File: src/rtl/wb_arb_pkg.sv
// Shared types and defaults for the register-file write-port arbiter.
package wb_arb_pkg;

    localparam int WB_XLEN         = 32;
    localparam int WB_FIFO_DEPTH   = 2;
    localparam int WB_STARVE_LIMIT = 4;

    typedef struct packed {
        logic [4:0]         rd;
        logic [WB_XLEN-1:0] data;
    } wb_entry_t;

endpackage

File: src/rtl/wb_result_fifo.sv
// Circular queue of LLU results; pointers carry an extra wrap bit so full and
// empty are distinguishable without a separate counter.
module wb_result_fifo
    import wb_arb_pkg::*;
#(
    parameter int DEPTH = WB_FIFO_DEPTH
) (
    input  logic                 clk,
    input  logic                 rst,
    input  logic                 push,
    input  logic [4:0]           pushRd,
    input  logic [WB_XLEN-1:0]   pushData,
    input  logic                 pop,
    output logic [4:0]           headRd,
    output logic [WB_XLEN-1:0]   headData,
    output logic                 full,
    output logic                 empty,
    output logic [DEPTH-1:0]     entryValid,
    output logic [DEPTH*5-1:0]   entryRd
);

    localparam int AW = $clog2(DEPTH);

    wb_entry_t       mem [DEPTH];
    logic [AW:0]     wrPtrReg;
    logic [AW:0]     rdPtrReg;
    logic [AW:0]     count;

    assign count = wrPtrReg - rdPtrReg;
    assign empty = (wrPtrReg == rdPtrReg);
    assign full  = (wrPtrReg[AW] != rdPtrReg[AW]) &&
                   (wrPtrReg[AW-1:0] == rdPtrReg[AW-1:0]);

    always_ff @(posedge clk) begin
        if (rst) begin
            wrPtrReg <= '0;
            rdPtrReg <= '0;
        end else begin
            if (push && !full) begin
                wrPtrReg <= wrPtrReg + 1'b1;
            end
            if (pop && !empty) begin
                rdPtrReg <= rdPtrReg + 1'b1;
            end
        end
    end

    // Payload storage needs no reset: occupancy is tracked by the pointers.
    always_ff @(posedge clk) begin
        if (push && !full) begin
            mem[wrPtrReg[AW-1:0]] <= '{rd: pushRd, data: pushData};
        end
    end

    assign headRd   = mem[rdPtrReg[AW-1:0]].rd;
    assign headData = mem[rdPtrReg[AW-1:0]].data;

    // A slot is occupied when its distance from the read pointer is below count.
    generate
        for (genvar gi = 0; gi < DEPTH; gi++) begin : gSlot
            logic [AW-1:0] offset;
            assign offset           = AW'(gi) - rdPtrReg[AW-1:0];
            assign entryValid[gi]   = ({1'b0, offset} < count);
            assign entryRd[gi*5 +: 5] = mem[gi].rd;
        end
    endgenerate

endmodule

File: src/rtl/wb_port_arbiter.sv
// Shares the RF write port between the pipeline WB stage and queued LLU results.
// Optional same-cycle LLU bypass into an idle write port: define WB_BYPASS_EN.
module wb_port_arbiter
    import wb_arb_pkg::*;
#(
    parameter int DEPTH        = WB_FIFO_DEPTH,
    parameter int STARVE_LIMIT = WB_STARVE_LIMIT,
    parameter int XLEN         = WB_XLEN   // must equal WB_XLEN (queue entry width)
) (
    input  logic            clk,
    input  logic            rst,
    input  logic            pipe_wb_en,
    input  logic [4:0]      pipe_wb_rd,
    input  logic [XLEN-1:0] pipe_wb_data,
    output logic            pipe_wb_accept,
    input  logic            llu_valid,
    output logic            llu_ready,
    input  logic [4:0]      llu_rd,
    input  logic [XLEN-1:0] llu_data,
    output logic            rf_we,
    output logic [4:0]      rf_waddr,
    output logic [XLEN-1:0] rf_wdata,
    output logic            stall_req,
    output logic [31:0]     pending_mask
);

    localparam int CW = $clog2(STARVE_LIMIT + 1);

    logic              full;
    logic              empty;
    logic [4:0]        headRd;
    logic [XLEN-1:0]   headData;
    logic [DEPTH-1:0]  entryValid;
    logic [DEPTH*5-1:0] entryRd;

    logic              bypass;
    logic              push;
    logic              grantFifo;
    logic              grantPipe;
    logic              stallReg;
    logic              stallNext;
    logic [CW-1:0]     starveCntReg;
    logic [CW-1:0]     starveCntNext;
    logic [31:0]       pendingNext;

    wb_result_fifo #(
        .DEPTH (DEPTH)
    ) uFifo (
        .clk        (clk),
        .rst        (rst),
        .push       (push),
        .pushRd     (llu_rd),
        .pushData   (llu_data),
        .pop        (grantFifo),
        .headRd     (headRd),
        .headData   (headData),
        .full       (full),
        .empty      (empty),
        .entryValid (entryValid),
        .entryRd    (entryRd)
    );

    assign llu_ready = !full;

`ifdef WB_BYPASS_EN
    assign bypass = empty && !pipe_wb_en && !stallReg && llu_valid;
`else
    assign bypass = 1'b0;
`endif

    // A bypassed result goes straight to the RF and never occupies a slot.
    assign push = llu_valid && llu_ready && !bypass;

    always_comb begin
        grantFifo = 1'b0;
        grantPipe = 1'b0;
        rf_we     = 1'b0;
        rf_waddr  = '0;
        rf_wdata  = '0;
        if (stallReg && !empty) begin
            grantFifo = 1'b1;
        end else if (pipe_wb_en) begin
            grantPipe = 1'b1;
        end else if (!empty) begin
            grantFifo = 1'b1;
        end
        if (grantFifo) begin
            rf_we    = (headRd != 5'd0);
            rf_waddr = headRd;
            rf_wdata = headData;
        end else if (grantPipe) begin
            rf_we    = (pipe_wb_rd != 5'd0);
            rf_waddr = pipe_wb_rd;
            rf_wdata = pipe_wb_data;
        end else if (bypass) begin
            rf_we    = (llu_rd != 5'd0);
            rf_waddr = llu_rd;
            rf_wdata = llu_data;
        end
    end

    assign pipe_wb_accept = grantPipe;

    // Count cycles the queue loses to the pipeline; reaching the limit forces one drain.
    always_comb begin
        starveCntNext = starveCntReg;
        if (grantFifo || empty) begin
            starveCntNext = '0;
        end else if (pipe_wb_en && !stallReg && starveCntReg != CW'(STARVE_LIMIT)) begin
            starveCntNext = starveCntReg + 1'b1;
        end
        stallNext = (starveCntNext == CW'(STARVE_LIMIT));
    end

    always_ff @(posedge clk) begin
        if (rst) begin
            starveCntReg <= '0;
            stallReg     <= 1'b0;
        end else begin
            starveCntReg <= starveCntNext;
            stallReg     <= stallNext;
        end
    end

    assign stall_req = stallReg;

    always_comb begin
        pendingNext = '0;
        for (int i = 0; i < DEPTH; i++) begin
            if (entryValid[i]) begin
                pendingNext[entryRd[i*5 +: 5]] = 1'b1;
            end
        end
        pendingNext[0] = 1'b0;
    end

    assign pending_mask = pendingNext;

endmodule

File: config.mk
export PLATFORM = sky130hd
export DESIGN_NAME = wb_port_arbiter
export DESIGN_NICKNAME = d
export VERILOG_FILES = /design/src/rtl/wb_arb_pkg.sv /design/src/rtl/wb_result_fifo.sv /design/src/rtl/wb_port_arbiter.sv
export SDC_FILE = /design/constraint.sdc
export NUM_CORES = 1
export LEC_CHECK = 0
export ABC_AREA = 1
export CORE_ASPECT_RATIO = 1.5
export CORE_UTILIZATION = 40
export DETAILED_ROUTE_END_ITERATION = 16
export GPL_TIMING_DRIVEN = 0
export PLACE_DENSITY = 0.72
export SLEW_MARGIN = 40
export SYNTH_ARGS = -nofsm -noshare
export SYNTH_HDL_FRONTEND = slang
export SYNTH_SLANG_ARGS = --single-unit
File: constraint.sdc
create_clock -name clk -period 4.13 [get_ports clk]
set_input_delay 0.6195 -clock clk [delete_from_list [all_inputs] [get_ports clk]]
set_output_delay 0.6195 -clock clk [all_outputs]
set_load 0.03 [all_outputs]
# Word level (Yosys, flattened, before mapping)

Memory sizes are Yosys's and may differ from the RTL's. A register that Yosys moved wholly into a read port is not among the register bits.
Index checks and enable logic that the tools add are counted.

Register bits after elaboration: 8
Bits in writable memories: 74
Input port bits: 78
Word-level logic and storage cells: 61
Memories: 1

Add/sub/neg operators: 6
$lt $le $gt $ge: 6
Equality and inequality tests: 5
Mux-type cells: 23
Bitwise operators: 1
Reductions and logical operators: 15

Memory list:

| memory    | depth | bits a word | rd ports | clocked after memory_dff | wr ports | RTL line             | source |
|---|---|---|---|---|---|---|---|
| uFifo.mem | 2     | 37          | 3        | 1                        | 1        | wb_result_fifo.sv:24 | `wb_entry_t mem [DEPTH];` |

Operator list:

| kind                                                               | number |
|---|---|
| 2-to-1 mux 32 bit                                                  | 4 |
| bitwise OR 32 bit                                                  | 1 |
| 2-to-1 mux 1 bit                                                   | 13 |
| < comparator 5 x 6 -> 1 bit (second input constant)                | 2 |
| demux 1 bit (select 5 bit)                                         | 2 |
| greater-or-equal comparator 5 x 1 -> 1 bit (second input constant) | 2 |
| 2-to-1 mux 5 bit                                                   | 2 |
| nonzero test 5 bit                                                 | 2 |
| logical AND 1 bit                                                  | 9 |
| 2-to-1 mux 3 bit                                                   | 2 |
| adder 2 x 1 -> 2 bit (second input constant)                       | 2 |
| < comparator 1 x 2 -> 1 bit                                        | 2 |
| adder 3 x 1 -> 3 bit (second input constant)                       | 1 |
| equality test 3 bit (second input constant)                        | 1 |
| logical NOT 1 bit                                                  | 3 |
| inequality test 3 bit (second input constant)                      | 1 |
| equality test 2 bit                                                | 1 |
| subtractor 1 bit (first input constant)                            | 2 |
| subtractor 2 bit                                                   | 1 |
| equality test 1 bit                                                | 1 |
| logical OR 1 bit                                                   | 1 |
| inequality test 1 bit                                              | 1 |

# Depth between registers and ports, before layout

An unclocked memory read counts as a cell.

Depth in word-level cells: 8
Depth in mapped cells: 9

# Modules after synthesis

From an unflattened synthesis, not the netlist that was laid out.

Cell total of the unflattened synthesis: 446
Area, all modules: 4514.3 sq um

By module, submodules not included:

| module          | instances | cells each | area each (sq um) | seq. area each (sq um) |
|---|---|---|---|---|
| wb_result_fifo  | 1         | 174        | 3218.1            | 2322.2 |
| wb_port_arbiter | 1         | 272        | 1296.2            | 80.1 |

# Least setup slack after synthesis

Ideal clock, no wire load.

Path kind: flip-flop to flip-flop
Start point: register uFifo.rdPtrReg[0]
End point: memory uFifo.mem[0][0] (netlist name), enable pin
Arrival time: 2817 ps
Data required time: 3699 ps
Setup slack: 882 ps
Stages on the path, launching flop included: 6
Path buffers: 0
Cells stage by stage: dfxtp_1 -> inv_1 -> ha_1 -> nand3_1 -> nand2_1 -> nor2_1

Longest elaborated chain between the ends: 7

Ends and longest elaborated chain:

| what                                       | RTL line              | source |
|---|---|---|
| start: declaration                         | wb_result_fifo.sv:26  | `logic [AW:0] rdPtrReg;` |
| start signal: assignment                   | wb_result_fifo.sv:43  | `rdPtrReg <= rdPtrReg + 1'b1;` |
| equality test 1 bit (*)                    | wb_result_fifo.sv:32  | `(wrPtrReg[AW-1:0] == rdPtrReg[AW-1:0]);` |
| logical AND 1 bit (*)                      | wb_result_fifo.sv:31  | `assign full = (wrPtrReg[AW] != rdPtrReg[AW]) &&` |
| logical NOT 1 bit (*)                      | wb_port_arbiter.sv:63 | `assign llu_ready = !full;` |
| named net llu_ready                        | wb_port_arbiter.sv:17 | `output logic llu_ready,` |
| logical AND 1 bit                          | wb_port_arbiter.sv:72 | `assign push = llu_valid && llu_ready && !bypass;` |
| logical AND 1 bit (*)                      | wb_result_fifo.sv:50  | `if (push && !full) begin` |
| 2-to-1 mux 1 bit (*)                       | wb_result_fifo.sv:50  |  |
| 2-to-1 mux 1 bit (implied by the code) (*) | wb_result_fifo.sv:51  | `mem[wrPtrReg[AW-1:0]] <= '{rd: pushRd, data: pushData};` |
| end: declaration                           | wb_result_fifo.sv:24  |  |

The timed path passes the listed nets; every way through them passes the cells marked *.

# Final worst setup path

Start point: register uFifo.wrPtrReg[0]
End point: output pending_mask[3]

Longest elaborated chain between the ends: 5
Elaborated cells on any way between the ends: 6
Classes of those cells: add/sub (1); order compare (2); mux (2); bitwise (1)

Ends and longest elaborated chain:

| what                        | RTL line               | source |
|---|---|---|
| start: declaration          | wb_result_fifo.sv:25   | `logic [AW:0] wrPtrReg;` |
| start signal: assignment    | wb_result_fifo.sv:40   | `wrPtrReg <= wrPtrReg + 1'b1;` |
| subtractor 2 bit (*)        | wb_result_fifo.sv:29   | `assign count = wrPtrReg - rdPtrReg;` |
| < comparator 1 x 2 -> 1 bit | wb_result_fifo.sv:63   | `assign entryValid[gi] = ({1'b0, offset} < count);` |
| 2-to-1 mux 32 bit           | wb_port_arbiter.sv:130 | `if (entryValid[i]) begin` |
| bitwise OR 32 bit (no line) | -                      |  |
| 2-to-1 mux 32 bit (*)       | wb_port_arbiter.sv:130 |  |
| end: declaration            | wb_port_arbiter.sv:24  | `output logic [31:0] pending_mask` |

Every way passes the cells marked *; elsewhere a longest branch is shown, timed or not.

==> out/qor.csv <==
metric,value,unit
status,"complete, no violations",
max-slew violations,0,
diode count,0,
GR Overflow Total,0,
gr busiest metal,met2,
Detailed Place HPWL,8.88,mm
kind of critical path,flop to output port,
Die ar.,11200,sq um
clock tree buffer depth,2,
RSZ-0062 raised after global routing,no,
Final Wtd Congestion,0.850,
Final ANT Viol Nets,0,
Global Route met2 Usage,41.7,%
Synth Warn #,0,
row cnt,46,
P_leak,2.60,nW
Worst-Margin Slew,0.604,ns
asr flop ratio synth,0,%
Netlist Area Pre-Place,4300,sq um
GRT Util Overall,21.5,%
peak supply drop,0.249,mV
WL final,11.5,mm
vias per cell,4.81,
global-route met1 utilization,22.1,%
initial antenna violation count,0,
"EDFF count, synth",74,
Hold WS,0.528,ns
number of setup violations in the final report,0,
met3 Resource Use GR,2.82,%
adder-cell area share of the yosys netlist,1.45,%
Vias,3899,
mux share of post-synthesis cell area,0,%
Simple-Gate Fraction of Synth Area,23.8,%
max-cap viol count,0,
largest net degree at the start of global routing,24,
"Cell Chain, Critical Path",inv_1 -> ha_1 -> inv_1 -> ha_1 -> nor2_1 -> nor3_2 -> nand2_1 -> o21ai_0 -> clkdlybuf4s50_1,
slowest library cell on the worst path,clkdlybuf4s50_1,
synth-to-layout area growth,48.2,%
post-CTS setup buffer count,0,
HP Class,flop to flop,
Initial Utilization,40.8,%
fin crit period,3.37,ns
Post-Synth XOR/XNOR Area,0.204,%
Max stage delay on crit path,0.71,ns
syn avg cell area,8.64,sq um
CP Data Required Time,3.51,ns
combinational family with the most area after synthesis,simple AND/OR/NAND/NOR gates,
Iteration-0 DRC Markers,173,
fmax,296,MHz
# placed instances,794,
port bufs,149,
Post-CTS Resized,0,
crit path launch type,flop,
Die X,86.7,um
"Net count, final",744,
Synth Flop Type,edfxtp_1,
fin cells,810,
final instance area,6370,sq um
TNS Setup,0,ns
synth unique cells,24,
first-pass GRT wire length,18.3,mm
vias in the first global route,3896,
average routed wire per standard cell,14.2,um
Clock Skew,0.00453,ns
Slew HR,59.5,%
post-synthesis sequential area ratio,55.9,%
CTS Hold Bufs,0,
CTS HTree Levels,3,
Pre-antenna DRT Iters,5,
CTS sink count,83,
PwrDens,423,nW/um^2
CP max FO,8,
Setup crit end kind,output port,
total core area,10500,sq um
Crit path arrival time,2.75,ns
CTS tree,done,
complex-gate fraction of the synthesized area,10.4,%
share of cells above drive strength 1,9.16,%
Syn Nets,581,
R2R setup slack,1.94,ns
Syn Inst Count,498,
Fin. Hold Viols,0,
placed standard-cell area,6050,sq um
"Power, Total",2.69,mW
"Reg clk slew, reported paths",0.06,ns
Synth Register Bits,83,
Ports,151,
die height,129,um
DRC,0,
Worst-Skew Late Latency,0.34,ns
period utilization,81.7,%
clock root buffer master,clkbuf_16,
TritonCTS buffer count,9,
metrics by stage:
step                worst slack, ns  utilization, %
finish                        0.756            60.5
global route                  0.590            60.5
CTS                           0.567            60.5
detailed placement            0.800            57.5
global placement             0.0387            56.7
floorplan                     0.882               -
final timing paths:
path,from,endpoint,depth (start not counted)
hold / removal,uFifo.rdPtrReg[1]$_SDFFE_PP0P_,uFifo.rdPtrReg[1]$_SDFFE_PP0P_,2
hold reg to reg,uFifo.rdPtrReg[1]$_SDFFE_PP0P_,uFifo.rdPtrReg[1]$_SDFFE_PP0P_,2
setup reg to reg,uFifo.rdPtrReg[0]$_SDFFE_PP0P_,uFifo.mem[0][15]$_DFFE_PP_,7
setup / recovery,uFifo.wrPtrReg[0]$_SDFFE_PP0N_,pending_mask[3],9
placed cells by master (no fill, tap or decap):
cell type and count:
nand2_4 1, ha_1 5, conb_1 1, dfxtp_1 9
nor3_1 9, inv_2 3, nor2_4 1, buf_2 3
clkbuf_2 1, nand3_1 21, a21oi_1 3, buf_4 1
clkinv_2 3, inv_1 60, nand3b_1 1, clkdlybuf4s50_1 149
buf_8 2, buf_6 6, nand3_4 1, clkbuf_8 2
edfxtp_1 74, o21ai_2 20, xor2_1 1, clkbuf_16 11
nand2_1 204, clkbuf_1 5, clkinv_1 1, nor2_1 11
nor3_2 4, o21ai_0 51, nand2_2 1, buf_16 1
synthesized netlist by cell type, types with 2 or more instances:
master      n  area share [%]
nand2_1   204              18
edfxtp_1   74              52
nor2_1     12             1.0
nand3_1    21             2.4
o21ai_0    51             5.9
ha_1        5             1.5
o21ai_2    20             4.1
clkbuf_1    5            0.44
nor3_1     13             1.5
inv_1      61             5.3
dfxtp_1     9             4.2
a21oi_1     3            0.35
buf_6       6             1.6
buf_2       3            0.35
inv_2       2            0.17
registers in the layout, summed over array words and instances (netlist names), named ones only:
name            flops
uFifo.wrPtrReg      2
uFifo.mem          74
starveCntReg        3
stall_req           1
uFifo.rdPtrReg      2
power by group:
part	internal [mW]	switching (mW)	leakage, nW
combinational	0.338	0.518	1.68
clock	0.510	0.308	0.162
sequential	0.990	0.0302	0.766
critical path, delay by kind of cell, from the launching register on:
kind | cells | cell delay, ns
fa+ha+maj | 2 | 0.40
buf+inv | 3 | 0.86
simple gates | 3 | 0.66
compound gates | 1 | 0.11
flops | 1 | 0.38
logic make-up (layout without fill, tap and decap cells):
kind of cell | Yosys count | count (layout)
adders and majority gates | 5 | 5
buffers and inverters | 80 | 248
DFF | 83 | 83
other | 1 | 1
AOI/OAI and AO/OA | 74 | 74
and+or+nand+nor | 254 | 254
xor gates and xnor gates | 1 | 1
layer usage:
layer / wire length [um] / share of wire (%) / vias to the layer above
met1: 4210 / 37 / 1800
met5: 0 / 0 / -
met4: 266 / 2.3 / 0
li1: - / - / 1938
met2: 6390 / 56 / 141
met3: 648 / 5.6 / 20
layout make-up:
cell class / instances / area (sq um)
timing repair buffer: 152 / 1550
sequential: 83 / 2400
fill: 917 / 4160
multi-input combinational: 335 / 1570
inverter: 64 / 240
tap: 144 / 180
buffer: 16 / 114
clock buffer: 13 / 303
clock inverter: 3 / 15.0
(Power assumes the default switching activity.)
